`src/rtl/mix_column_serial_if.sv`:
```
// Byte-serial MixColumns stream bus. The inv select exists only when MIXCOL_INVERSE_EN is defined.
interface mix_column_serial_if;
    logic       in_valid;
    logic [7:0] data_in;
    logic       bypass;
`ifdef MIXCOL_INVERSE_EN
    logic       inv;
`endif
    logic [7:0] data_out;
    logic       out_valid;

`ifdef MIXCOL_INVERSE_EN
    modport master (output in_valid, data_in, bypass, inv, input data_out, out_valid);
    modport slave  (input in_valid, data_in, bypass, inv, output data_out, out_valid);
`else
    modport master (output in_valid, data_in, bypass, input data_out, out_valid);
    modport slave  (input in_valid, data_in, bypass, output data_out, out_valid);
`endif
endinterface

```
`src/rtl/mix_column_serial.sv`:
```
// Byte-serial AES MixColumns: collects a column, emits its transform 1 byte/cycle.
// MIXCOL_INVERSE_EN adds an inv select for InvMixColumns.
module mix_column_serial #(
    parameter int PIPE_OUT = 0
) (
    input  logic                 clk,
    input  logic                 rst,
    mix_column_serial_if.slave   bus
);
    localparam logic [0:0] IDLE = 1'b0;
    localparam logic [0:0] EMIT = 1'b1;

    logic [1:0]      in_cnt;
    logic [3:0][7:0] col;
    logic [3:0][7:0] res;
    logic [3:0][7:0] res_n;
    logic [3:0][7:0] a;
    logic [0:0]      state;
    logic [1:0]      out_cnt;
    logic            load;
    logic            emit_vld;
    logic [7:0]      emit_dat;
    logic            inv_sel;

    function automatic logic [7:0] xtime(input logic [7:0] v);
        return {v[6:0], 1'b0} ^ (v[7] ? 8'h1B : 8'h00);
    endfunction

    // Shift-and-add over the 4 low coefficient bits; constant c folds to a few XORs.
    function automatic logic [7:0] gmul(input logic [7:0] v, input logic [3:0] c);
        logic [7:0] p;
        logic [7:0] t;
        p = 8'h00;
        t = v;
        for (int i = 0; i < 4; i++) begin
            if (c[i]) p = p ^ t;
            t = xtime(t);
        end
        return p;
    endfunction

`ifdef MIXCOL_INVERSE_EN
    assign inv_sel = bus.inv;
`else
    assign inv_sel = 1'b0;
`endif

    assign load = bus.in_valid && (in_cnt == 2'd3);
    // Row 3 comes straight from the live input so the result is ready at the 4th-byte edge.
    assign a    = {bus.data_in, col[2], col[1], col[0]};

    always_comb begin
        res_n = '0;
        for (int k = 0; k < 4; k++) begin
            if (bus.bypass) begin
                res_n[k] = a[k];
            end else begin
                for (int j = 0; j < 4; j++) begin
                    case ((j - k) & 3)
                        0:       res_n[k] = res_n[k] ^ (inv_sel ? gmul(a[j], 4'hE) : xtime(a[j]));
                        1:       res_n[k] = res_n[k] ^ (inv_sel ? gmul(a[j], 4'hB) : (xtime(a[j]) ^ a[j]));
                        2:       res_n[k] = res_n[k] ^ (inv_sel ? gmul(a[j], 4'hD) : a[j]);
                        default: res_n[k] = res_n[k] ^ (inv_sel ? gmul(a[j], 4'h9) : a[j]);
                    endcase
                end
            end
        end
    end

    always_ff @(posedge clk) begin
        if (rst) begin
            in_cnt <= 2'd0;
            col    <= '0;
        end else if (bus.in_valid) begin
            col[in_cnt] <= bus.data_in;
            in_cnt      <= in_cnt + 2'd1;
        end
    end

    always_ff @(posedge clk) begin
        if (rst) begin
            res     <= '0;
            state   <= IDLE;
            out_cnt <= 2'd0;
        end else begin
            if (load) res <= res_n;
            case (state)
                IDLE: begin
                    out_cnt <= 2'd0;
                    if (load) state <= EMIT;
                end
                default: begin
                    out_cnt <= load ? 2'd0 : out_cnt + 2'd1;
                    if (out_cnt == 2'd3 && !load) state <= IDLE;
                end
            endcase
        end
    end

    assign emit_vld = (state == EMIT);
    assign emit_dat = emit_vld ? res[out_cnt] : 8'h00;

    generate
        if (PIPE_OUT != 0) begin : g_pipe
            logic       vld_q;
            logic [7:0] dat_q;
            always_ff @(posedge clk) begin
                if (rst) begin
                    vld_q <= 1'b0;
                    dat_q <= 8'h00;
                end else begin
                    vld_q <= emit_vld;
                    dat_q <= emit_dat;
                end
            end
            assign bus.out_valid = vld_q;
            assign bus.data_out  = dat_q;
        end else begin : g_direct
            assign bus.out_valid = emit_vld;
            assign bus.data_out  = emit_dat;
        end
    endgenerate
endmodule

```
`src/flat_wrapper.sv`:
```
// flat-port wrapper written by rule: the top's interface ports become plain ports
module mix_column_serial_flat 
#(
    parameter int PIPE_OUT = 0
)
  (clk, rst, bus_in_valid, bus_data_in, bus_bypass, bus_data_out, bus_out_valid);
  mix_column_serial_if bus_i ();
  input  logic clk;
  input  logic rst;
  input wire logic [$bits(bus_i.in_valid)-1:0] bus_in_valid;
  input wire logic [$bits(bus_i.data_in)-1:0] bus_data_in;
  input wire logic [$bits(bus_i.bypass)-1:0] bus_bypass;
  output wire logic [$bits(bus_i.data_out)-1:0] bus_data_out;
  output wire logic [$bits(bus_i.out_valid)-1:0] bus_out_valid;
  assign bus_i.in_valid = bus_in_valid;
  assign bus_i.data_in = bus_data_in;
  assign bus_i.bypass = bus_bypass;
  assign bus_data_out = bus_i.data_out;
  assign bus_out_valid = bus_i.out_valid;
  mix_column_serial #(.PIPE_OUT(PIPE_OUT)) u_core (.clk(clk), .rst(rst), .bus(bus_i));
endmodule
```
`config.mk`:
```
export PLATFORM = sky130hd
export DESIGN_NAME = mix_column_serial_flat
export DESIGN_NICKNAME = d
export VERILOG_FILES = /design/src/rtl/mix_column_serial_if.sv /design/src/rtl/mix_column_serial.sv /design/src/flat_wrapper.sv
export SDC_FILE = /design/constraint.sdc
export NUM_CORES = 1
export LEC_CHECK = 0
export BUFFER_PORTS_ARGS = -buffer_cell sky130_fd_sc_hd__buf_2
export CAP_MARGIN = 5
export CORE_MARGIN = 2
export CORE_UTILIZATION = 40
export CTS_CLUSTER_SIZE = 28
export DETAILED_ROUTE_END_ITERATION = 6
export SETUP_SLACK_MARGIN = 0.2
export SYNTH_ARGS = -nofsm -noshare
export SYNTH_HDL_FRONTEND = slang
export SYNTH_SLANG_ARGS = --single-unit
```
`constraint.sdc`:
```
create_clock -name clk -period 1.5 [get_ports clk]
set_input_delay 0.15 -clock clk [delete_from_list [all_inputs] [get_ports clk]]
set_output_delay 0.15 -clock clk [all_outputs]
set_load 0.03 [all_outputs]
```
==> run_summary.xml, run 1 <==
<?xml version="1.0" encoding="UTF-8"?>
<metrics>
  <group name="run_status">
    <metric name="status" unit="">finished with violations</metric>
    <metric name="violated_checks" unit="">negative setup slack</metric>
  </group>
  <group name="layout">
    <metric name="filler_cell_count" unit="">920</metric>
    <metric name="sequential_cell_area" unit="um^2">1287</metric>
    <metric name="antenna_cells" unit="">0</metric>
    <metric name="nNetsFinal" unit="">509</metric>
    <metric name="fin_area" unit="um^2">5697</metric>
    <metric name="multiInputGateArea" unit="um^2">3127</metric>
    <metric name="syn2layout_area_growth" unit="%">32.97</metric>
    <metric name="share_of_cells_above_drive_strength_1" unit="%">40.61</metric>
  </group>
  <group name="min_path">
    <metric name="hold_path_startpoint" unit="">bus_data_in[6]</metric>
    <metric name="min_path_type" unit="">in2reg</metric>
    <metric name="hold_depth" unit="">3</metric>
    <metric name="holdPathEnd" unit="">u_core.a[14]$_SDFFE_PP0P_</metric>
  </group>
  <group name="routing">
    <metric name="detailedRoute.firstIterationViolations" unit="">188</metric>
    <metric name="routed_wire_length_per_instance" unit="um">18.90</metric>
    <metric name="finalWirelength" unit="um">11920</metric>
    <metric name="routed_via_density" unit="">5.578</metric>
    <metric name="vias" unit="">3520</metric>
    <metric name="drc" unit="">0</metric>
    <metric name="antenna_violating_nets_post_route" unit="">0</metric>
    <metric name="first_pass_iters" unit="">4</metric>
  </group>
  <group name="synth">
    <metric name="synthesis.instances" unit="">439</metric>
    <metric name="synth_area_per_cell" unit="um^2">9.759</metric>
    <metric name="synth_sequential_area_ratio" unit="%">28.50</metric>
    <metric name="synth_seq_cells" unit="">61</metric>
    <metric name="yosysWarnings" unit="">0</metric>
    <metric name="synthesis.nets" unit="">456</metric>
    <metric name="synth.cell_area" unit="um^2">4284</metric>
    <metric name="yosys.cell_types.count" unit="">40</metric>
  </group>
  <group name="placed_design">
    <metric name="pre_cts_ws" unit="ns">-0.1038</metric>
    <metric name="placement.cell_area" unit="um^2">4873</metric>
    <metric name="buffers_on_ports" unit="">20</metric>
    <metric name="gp_routability_congestion" unit="">0.8499</metric>
    <metric name="dp_hpwl" unit="um">7826</metric>
  </group>
  <group name="clocking">
    <metric name="cts_tree" unit="">built</metric>
    <metric name="cts-root-to-sink-buffers" unit="">2</metric>
    <metric name="clk_latency" unit="ns">0.34</metric>
    <metric name="cts_htree_levels" unit="">3</metric>
    <metric name="tritoncts_buffer_count" unit="">9</metric>
    <metric name="cts_sink_count" unit="">61</metric>
    <metric name="hold_buffers" unit="">0</metric>
    <metric name="clkTransAtPathRegs" unit="ns">0.07</metric>
    <metric name="cts.root.buffer_cell" unit="">sky130_fd_sc_hd__clkbuf_8</metric>
  </group>
  <group name="setup_path">
    <metric name="most_numerous_cell_on_the_critical_path" unit="">sky130_fd_sc_hd__buf_6</metric>
    <metric name="r2r_cells" unit="">4</metric>
    <metric name="reg_to_reg_endpoint" unit="">u_core.res[28]$_SDFFE_PP0P_</metric>
    <metric name="critical_path_cell_list" unit="">buf_6 &gt; mux4_2 &gt; and2_4 &gt; buf_6</metric>
    <metric name="cp_slowest_stage_delay" unit="ns">0.49</metric>
    <metric name="setup.worst_path.end_class" unit="">output port</metric>
    <metric name="worstPathRequired" unit="ns">1.35</metric>
    <metric name="arrival" unit="ns">1.61</metric>
    <metric name="critical_setup_path_kind" unit="">reg2out</metric>
    <metric name="setup.reg_to_reg.worst_slack" unit="ns">0.03</metric>
    <metric name="critPathMaxFanout" unit="">3</metric>
    <metric name="reg2reg_from" unit="">u_core.a[3]$_SDFFE_PP0P_</metric>
    <metric name="cp-start-kind" unit="">flop</metric>
    <metric name="timing.critical_path.slowest_stage_cell" unit="">sky130_fd_sc_hd__mux4_2</metric>
  </group>
  <group name="timing">
    <metric name="measured_slew_at_the_worst_slew_check_pin" unit="ns">0.3866</metric>
    <metric name="fmaxAchievable" unit="GHz">0.5687</metric>
    <metric name="rsz0062_at_grt" unit="">yes</metric>
    <metric name="worst_clock_skew" unit="ns">0.01198</metric>
    <metric name="max_slew_margin" unit="%">74.20</metric>
    <metric name="final.setup.tns" unit="ns">-1.997</metric>
    <metric name="setup_viol" unit="">8</metric>
    <metric name="finalMaxSlewViolations" unit="">0</metric>
    <metric name="min_period" unit="ns">1.758</metric>
    <metric name="finalHoldViolations" unit="">0</metric>
    <metric name="fin_crit_sh" unit="%">117.2</metric>
    <metric name="postLayoutSetupSlackWorst" unit="ns">-0.2584</metric>
  </group>
  <group name="grt">
    <metric name="leftover_overflow_at_the_end_of_global_routing" unit="">0</metric>
    <metric name="grt_start_max_net_pins" unit="">46</metric>
    <metric name="first_pass_grt_wire_length" unit="um">18870</metric>
    <metric name="gr-usage-all-layers" unit="%">21.66</metric>
    <metric name="grt_antenna_before_repair" unit="">0</metric>
    <metric name="first_global_vias" unit="">3360</metric>
  </group>
  <group name="power">
    <metric name="design_power_total" unit="mW">4.393</metric>
    <metric name="vdd.ir_drop.worst" unit="mV">0.3803</metric>
    <metric name="power.density_cell_area" unit="nW/um^2">771.1</metric>
    <metric name="static-leakage-power" unit="nW">2.387</metric>
  </group>
  <group name="job">
    <metric name="max_cap_violations" unit="">0</metric>
  </group>
  <group name="floorplanning">
    <metric name="die_height" unit="um">107.5</metric>
    <metric name="core_area" unit="um^2">10370</metric>
    <metric name="placement_rows" unit="">37</metric>
    <metric name="die-width" unit="um">107.5</metric>
    <metric name="initial_utilization" unit="%">41.31</metric>
    <metric name="fp.dieArea" unit="um^2">11550</metric>
    <metric name="design.portCount" unit="">21</metric>
  </group>
</metrics>
[layer usage]
metal,routed length (um),vias to the layer above,GRT usage [%],part of all wire [%]
li1,-,1683,-,-
met1,5249,1720,30.19,44
met2,5740,95,34.28,48
met3,625,22,2.785,5.2
met4,308,0,8.425,2.6
met5,0,-,0,0
[final cells by class]
| type | count | area share [%] |
|---|---|---|
| Multi-Input combinational cell | 317 | 54.89 |
| Timing Repair Buffer | 99 | 16.03 |
| Clock buffer | 13 | 3.141 |
| Tap cell | 136 | 2.987 |
| Sequential cell | 61 | 22.60 |
| Inverter | 4 | 0.2636 |
| Clock inverter | 1 | 0.08785 |
[metrics by stage]
step / utilization [%] / hold WS [ns] / instances
global placement: 47.00 / 0.4708 / 586
detailed placement: 47.00 / 0.4742 / 586
floorplan: - / 0.3838 / 439
finish: 54.93 / 0.1303 / 631
CTS: 52.84 / 0.1165 / 620
global route: 54.93 / 0.1391 / 631
[cell usage in the layout, fill, tap and decap left out, drive strengths merged, types with 2 or more instances in the layout]
master / netlist / final
o21bai: 12 / 12
xnor2: 15 / 15
nor2: 2 / 2
nor2b: 8 / 8
and2: 9 / 9
clkbuf: 37 / 13
o21ai: 19 / 19
ha: 5 / 5
xnor3: 35 / 35
nand2: 39 / 39
buf: 20 / 99
a21oi: 49 / 49
dfxtp: 61 / 61
a221oi: 11 / 11
inv: 4 / 4
xor2: 13 / 13
a31oi: 12 / 12
or3: 13 / 13
mux4: 8 / 8
xor3: 8 / 8
nand3: 36 / 36
a2bb2oi: 8 / 8
nand4: 8 / 8
[timing repair]
| item | 4_1_cts | 5_1_grt |
|---|---|---|
| pin swaps | 29 | 17 |
| setup endpoints to repair | 40 | 59 |
| gates resized for setup | 79 | 29 |
| buffers inserted | 19 | 11 |
| gates cloned | 1 | 0 |
[power by group]
group | internal (mW) | switching, mW | total (mW)
clock | 0.760 | 0.638 | 1.40
sequential | 1.66 | 0.0493 | 1.71
combinational | 0.714 | 0.571 | 1.29
[worst max-delay path by stage]
stage | from | end | depth (start not counted)
4_1_cts | u_core.out_cnt[0]$_SDFF_PP0_ | bus_data_out[7] | 4
3_5_place_dp | u_core.out_cnt[0]$_SDFF_PP0_ | bus_data_out[4] | 3
2_1_floorplan | u_core.a[19]$_SDFFE_PP0P_ | u_core.res[12]$_SDFFE_PP0P_ | 3
3_3_place_gp | u_core.out_cnt[0]$_SDFF_PP0_ | bus_data_out[2] | 3
6_report | u_core.out_cnt[0]$_SDFF_PP0_ | bus_data_out[6] | 4
5_1_grt | u_core.out_cnt[0]$_SDFF_PP0_ | bus_data_out[0] | 4
[cells in the mapped netlist]
library cell / count / share of area, %
sky130_fd_sc_hd__ha_1: 5 / 1.5
sky130_fd_sc_hd__xnor3_4: 1 / 0.61
sky130_fd_sc_hd__nand2b_1: 1 / 0.15
sky130_fd_sc_hd__nand2_1: 39 / 3.4
sky130_fd_sc_hd__xnor2_2: 2 / 0.76
sky130_fd_sc_hd__and4b_1: 1 / 0.23
sky130_fd_sc_hd__nor4b_1: 1 / 0.20
sky130_fd_sc_hd__nor2_1: 2 / 0.18
sky130_fd_sc_hd__a221oi_2: 1 / 0.35
sky130_fd_sc_hd__buf_4: 1 / 0.18
sky130_fd_sc_hd__and2_1: 9 / 1.3
sky130_fd_sc_hd__a21o_1: 1 / 0.18
sky130_fd_sc_hd__a221oi_1: 10 / 2.0
sky130_fd_sc_hd__o21a_1: 1 / 0.18
sky130_fd_sc_hd__mux2i_1: 1 / 0.23
sky130_fd_sc_hd__xor3_1: 7 / 3.9
sky130_fd_sc_hd__o21bai_1: 12 / 2.1
sky130_fd_sc_hd__nand3_1: 36 / 4.2
sky130_fd_sc_hd__xor2_2: 1 / 0.38
sky130_fd_sc_hd__xor2_1: 12 / 2.5
sky130_fd_sc_hd__dfxtp_1: 61 / 29
sky130_fd_sc_hd__clkbuf_2: 1 / 0.12
sky130_fd_sc_hd__a21oi_1: 49 / 5.7
sky130_fd_sc_hd__nor2b_1: 8 / 1.2
sky130_fd_sc_hd__buf_2: 14 / 1.6
sky130_fd_sc_hd__xnor2_1: 13 / 2.7
sky130_fd_sc_hd__xnor3_1: 33 / 17
sky130_fd_sc_hd__mux4_2: 8 / 4.2
sky130_fd_sc_hd__or3_1: 13 / 1.9
sky130_fd_sc_hd__xnor3_2: 1 / 0.55
sky130_fd_sc_hd__clkbuf_1: 36 / 3.2
sky130_fd_sc_hd__xor3_2: 1 / 0.58
sky130_fd_sc_hd__o21ai_0: 19 / 2.2
sky130_fd_sc_hd__buf_6: 1 / 0.26
sky130_fd_sc_hd__a31oi_1: 12 / 1.8
sky130_fd_sc_hd__buf_1: 4 / 0.35
sky130_fd_sc_hd__a2bb2oi_1: 8 / 1.6
sky130_fd_sc_hd__nand4_1: 8 / 1.2
sky130_fd_sc_hd__inv_1: 4 / 0.35
sky130_fd_sc_hd__a311oi_1: 1 / 0.20
[registers in the layout, indices dropped and copies added, names as in the netlist]
| name | flops |
|---|---|
| u_core.res | 32 |
| u_core.out_cnt | 2 |
| u_core.bus.out_valid | 1 |
| u_core.in_cnt | 2 |
| u_core.a | 24 |
[worst max-delay path: cells and delay by family, from the launching register on]
kind | cells | cell delay, ns
buffers and inverters | 2 | 0.26
DFF | 1 | 0.37
muxes | 1 | 0.49
and+or+nand+nor | 1 | 0.15
[kinds of logic (layout without fill, tap and decap cells)]
group	Yosys count	count (layout)	synth area share [%]
buffers and inverters	61	117	6.045
AO/OA/AOI/OAI	114	114	16.38
adder cells (fa/ha/maj)	5	5	1.460
AND/OR/NAND/NOR	118	118	13.93
flip-flops	61	61	28.50
multiplexers	9	9	4.439
XOR/XNOR	71	71	29.23
Power figures use the tool's default switching activity.
==> inputs of run 2 (changes only) <==
BUFFER_PORTS_ARGS = -buffer_cell sky130_fd_sc_hd__buf_4   (was -buffer_cell sky130_fd_sc_hd__buf_2)
CORE_UTILIZATION = 55   (was 40)
PLACE_DENSITY = 0.73   (was default)
clock period = 1.7 ns   (was 1.5 ns; I/O delays follow)
==> run_summary.xml, run 2 (same netlist as run 1, synthesis figures left out) <==
<?xml version="1.0" encoding="UTF-8"?>
<metrics>
  <group name="run_status">
    <metric name="status" unit="">finished with violations</metric>
    <metric name="violated_checks" unit="">negative setup slack</metric>
  </group>
  <group name="floorplanning">
    <metric name="core_area" unit="um^2">7647</metric>
    <metric name="fp.dieArea" unit="um^2">8511</metric>
    <metric name="die-width" unit="um">92.26</metric>
    <metric name="die_height" unit="um">92.26</metric>
    <metric name="placement_rows" unit="">32</metric>
    <metric name="design.portCount" unit="">21</metric>
    <metric name="initial_utilization" unit="%">56.02</metric>
  </group>
  <group name="placed_design">
    <metric name="dp_cells" unit="">538</metric>
    <metric name="buffers_on_ports" unit="">20</metric>
    <metric name="gp_routability_congestion" unit="">0.9276</metric>
    <metric name="placement.cell_area" unit="um^2">4616</metric>
    <metric name="dp_hpwl" unit="um">7561</metric>
  </group>
  <group name="job">
    <metric name="max_cap_violations" unit="">0</metric>
  </group>
  <group name="layout">
    <metric name="share_of_cells_above_drive_strength_1" unit="%">28.51</metric>
    <metric name="sequential_cell_area" unit="um^2">1257</metric>
    <metric name="nNetsFinal" unit="">470</metric>
    <metric name="largest_register" unit="">u_core.res</metric>
    <metric name="final_non_filler_cell_total" unit="">558</metric>
    <metric name="largest_register_ffs" unit="">32</metric>
    <metric name="final_common_cell" unit="">sky130_fd_sc_hd__a21oi_1</metric>
    <metric name="antenna_cells" unit="">0</metric>
    <metric name="filler_cell_count" unit="">613</metric>
    <metric name="syn2layout_area_growth" unit="%">18.17</metric>
    <metric name="multiInputGateArea" unit="um^2">2952</metric>
    <metric name="fin_area" unit="um^2">5062</metric>
    <metric name="layout.cells.most_common_list" unit="">49 x sky130_fd_sc_hd__a21oi_1, 46 x sky130_fd_sc_hd__buf_4, 44 x sky130_fd_sc_hd__dfxtp_1</metric>
  </group>
  <group name="power">
    <metric name="power.net_switching" unit="mW">1.056</metric>
    <metric name="combPwrFrac" unit="%">25.6</metric>
    <metric name="design_power_total" unit="mW">3.624</metric>
    <metric name="vdd.ir_drop.worst" unit="mV">0.5726</metric>
    <metric name="p_sw_share" unit="%">29.15</metric>
    <metric name="static-leakage-power" unit="nW">2.106</metric>
    <metric name="power.density_cell_area" unit="nW/um^2">715.8</metric>
    <metric name="share_seq_of_total_power" unit="%">42.4</metric>
    <metric name="power.share.clock" unit="%">32.0</metric>
    <metric name="internal_power" unit="mW">2.567</metric>
  </group>
  <group name="clocking">
    <metric name="cts_htree_levels" unit="">3</metric>
    <metric name="clkTransAtPathRegs" unit="ns">0.07</metric>
    <metric name="cts_sink_count" unit="">61</metric>
    <metric name="cts.root.buffer_cell" unit="">sky130_fd_sc_hd__clkbuf_8</metric>
    <metric name="clk_latency" unit="ns">0.34</metric>
    <metric name="cts_tree" unit="">built</metric>
    <metric name="cts-root-to-sink-buffers" unit="">2</metric>
    <metric name="tritoncts_buffer_count" unit="">9</metric>
  </group>
  <group name="timing">
    <metric name="rsz0062_at_grt" unit="">yes</metric>
    <metric name="worst_clock_skew" unit="ns">0.005403</metric>
    <metric name="fin_crit_sh" unit="%">108.2</metric>
    <metric name="min_period" unit="ns">1.839</metric>
    <metric name="max_slew_margin" unit="%">66.19</metric>
    <metric name="measured_slew_at_the_worst_slew_check_pin" unit="ns">0.5055</metric>
    <metric name="postLayoutSetupSlackWorst" unit="ns">-0.1394</metric>
    <metric name="finalMaxSlewViolations" unit="">0</metric>
    <metric name="final.setup.tns" unit="ns">-0.8945</metric>
    <metric name="setup_viol" unit="">8</metric>
    <metric name="finalHoldViolations" unit="">0</metric>
    <metric name="fmaxAchievable" unit="GHz">0.5437</metric>
  </group>
  <group name="routing">
    <metric name="finalWirelength" unit="um">11010</metric>
    <metric name="first_pass_iters" unit="">5</metric>
    <metric name="routed_via_density" unit="">6.263</metric>
    <metric name="detailedRoute.firstIterationViolations" unit="">219</metric>
    <metric name="drc" unit="">0</metric>
    <metric name="vias" unit="">3495</metric>
    <metric name="routed_wire_length_per_instance" unit="um">19.72</metric>
    <metric name="antenna_violating_nets_post_route" unit="">0</metric>
  </group>
  <group name="setup_path">
    <metric name="critical_setup_path_kind" unit="">reg2out</metric>
    <metric name="cp-start-kind" unit="">flop</metric>
    <metric name="arrival" unit="ns">1.67</metric>
    <metric name="critical_path_cell_list" unit="">buf_12 &gt; mux4_2 &gt; and2_4 &gt; buf_6</metric>
    <metric name="setup.worst_path.end_class" unit="">output port</metric>
    <metric name="timing.critical_path.slowest_stage_cell" unit="">sky130_fd_sc_hd__mux4_2</metric>
    <metric name="cp_top_family" unit="">multiplexers</metric>
    <metric name="critPathMaxFanout" unit="">5</metric>
    <metric name="cp_slowest_stage_delay" unit="ns">0.50</metric>
    <metric name="worstPathRequired" unit="ns">1.53</metric>
    <metric name="cp.buffers_inverters" unit="">2</metric>
  </group>
  <group name="grt">
    <metric name="first_pass_grt_wire_length" unit="um">18060</metric>
    <metric name="first_global_vias" unit="">3472</metric>
    <metric name="grt_start_max_net_pins" unit="">37</metric>
    <metric name="leftover_overflow_at_the_end_of_global_routing" unit="">0</metric>
    <metric name="grt_antenna_before_repair" unit="">0</metric>
    <metric name="gr-usage-all-layers" unit="%">27.67</metric>
  </group>
  <group name="min_path">
    <metric name="min_path_type" unit="">in2reg</metric>
  </group>
</metrics>
[run 2: changes by cell type in the layout (fill, tap and decap cells not counted), sizes merged]
| cell | delta |
|---|---|
| clkinv | +1 |
| buf | -39 |
| clkbuf | -1 |
[run 2: timing repair]
| item | CTS | global route |
|---|---|---|
| endpoints found under the setup margin | 28 | 37 |
| hold buffers | 0 | 0 |
| resized for setup | 40 | 20 |
| gates cloned | 1 | 0 |
| pin swaps | 4 | 4 |
| buffers inserted | 2 | 3 |
[run 2: routing by layer]
layer	part of all wire [%]	global-route usage (%)	up-vias	wire length, um
li1	-	-	1596	-
met2	49	45.59	157	5359
met3	5.8	2.958	25	634
met1	43	37.14	1717	4692
met5	0	0	-	0
met4	2.9	12.06	0	319
[run 2: final cells by class]
type / instances / area share, %
multi-input cells: 317 / 58.30
flip-flops and latches: 61 / 24.84
repair buffers: 60 / 10.78
clock buffers: 12 / 3.065
well taps: 102 / 2.521
inverters: 4 / 0.2966
clock inverters: 2 / 0.1977
[run 2: worst register-to-register path: cells and delay by family, from the launching register on]
kind	cells	cell delay, ns
AO/OA/AOI/OAI	1	0.24
XOR/XNOR	2	0.86
flip-flops	1	0.38
[run 2: final timing paths]
| check | startpoint | to | slack, ns | depth (start not counted) |
|---|---|---|---|---|
| setup / recovery | u_core.out_cnt[0]$_SDFF_PP0_ | bus_data_out[3] | -0.14 | 4 |
| hold / removal | bus_data_in[6] | u_core.a[22]$_SDFFE_PP0P_ | 0.14 | 3 |
| setup reg to reg | u_core.a[3]$_SDFFE_PP0P_ | u_core.res[4]$_SDFFE_PP0P_ | 0.13 | 3 |
| hold reg to reg | u_core.res[9]$_SDFFE_PP0P_ | u_core.res[9]$_SDFFE_PP0P_ | 0.49 | 2 |
[run 2: per-stage QoR]
step / setup WS [ns] / utilization (%) / hold slack (ns)
final: -0.1394 / 66.20 / 0.1377
after floorplan: 0.2037 / - / 0.3980
after global placement: 0.08843 / 60.36 / 0.4766
after detailed placement: 0.04594 / 60.36 / 0.4840
after CTS: -0.1507 / 64.95 / 0.1280
after global routing: -0.1694 / 66.20 / 0.1515
[run 2: power by group through the flow]
stage | logic, mW | registers [mW] | clock network (mW)
after global placement | 0.851 | 1.56 | 0
after floorplan | 0.691 | 1.53 | 0
after detailed placement | 0.865 | 1.56 | 0
final | 0.926 | 1.54 | 1.16
after global routing | 0.993 | 1.54 | 1.23
after CTS | 0.892 | 1.53 | 1.17
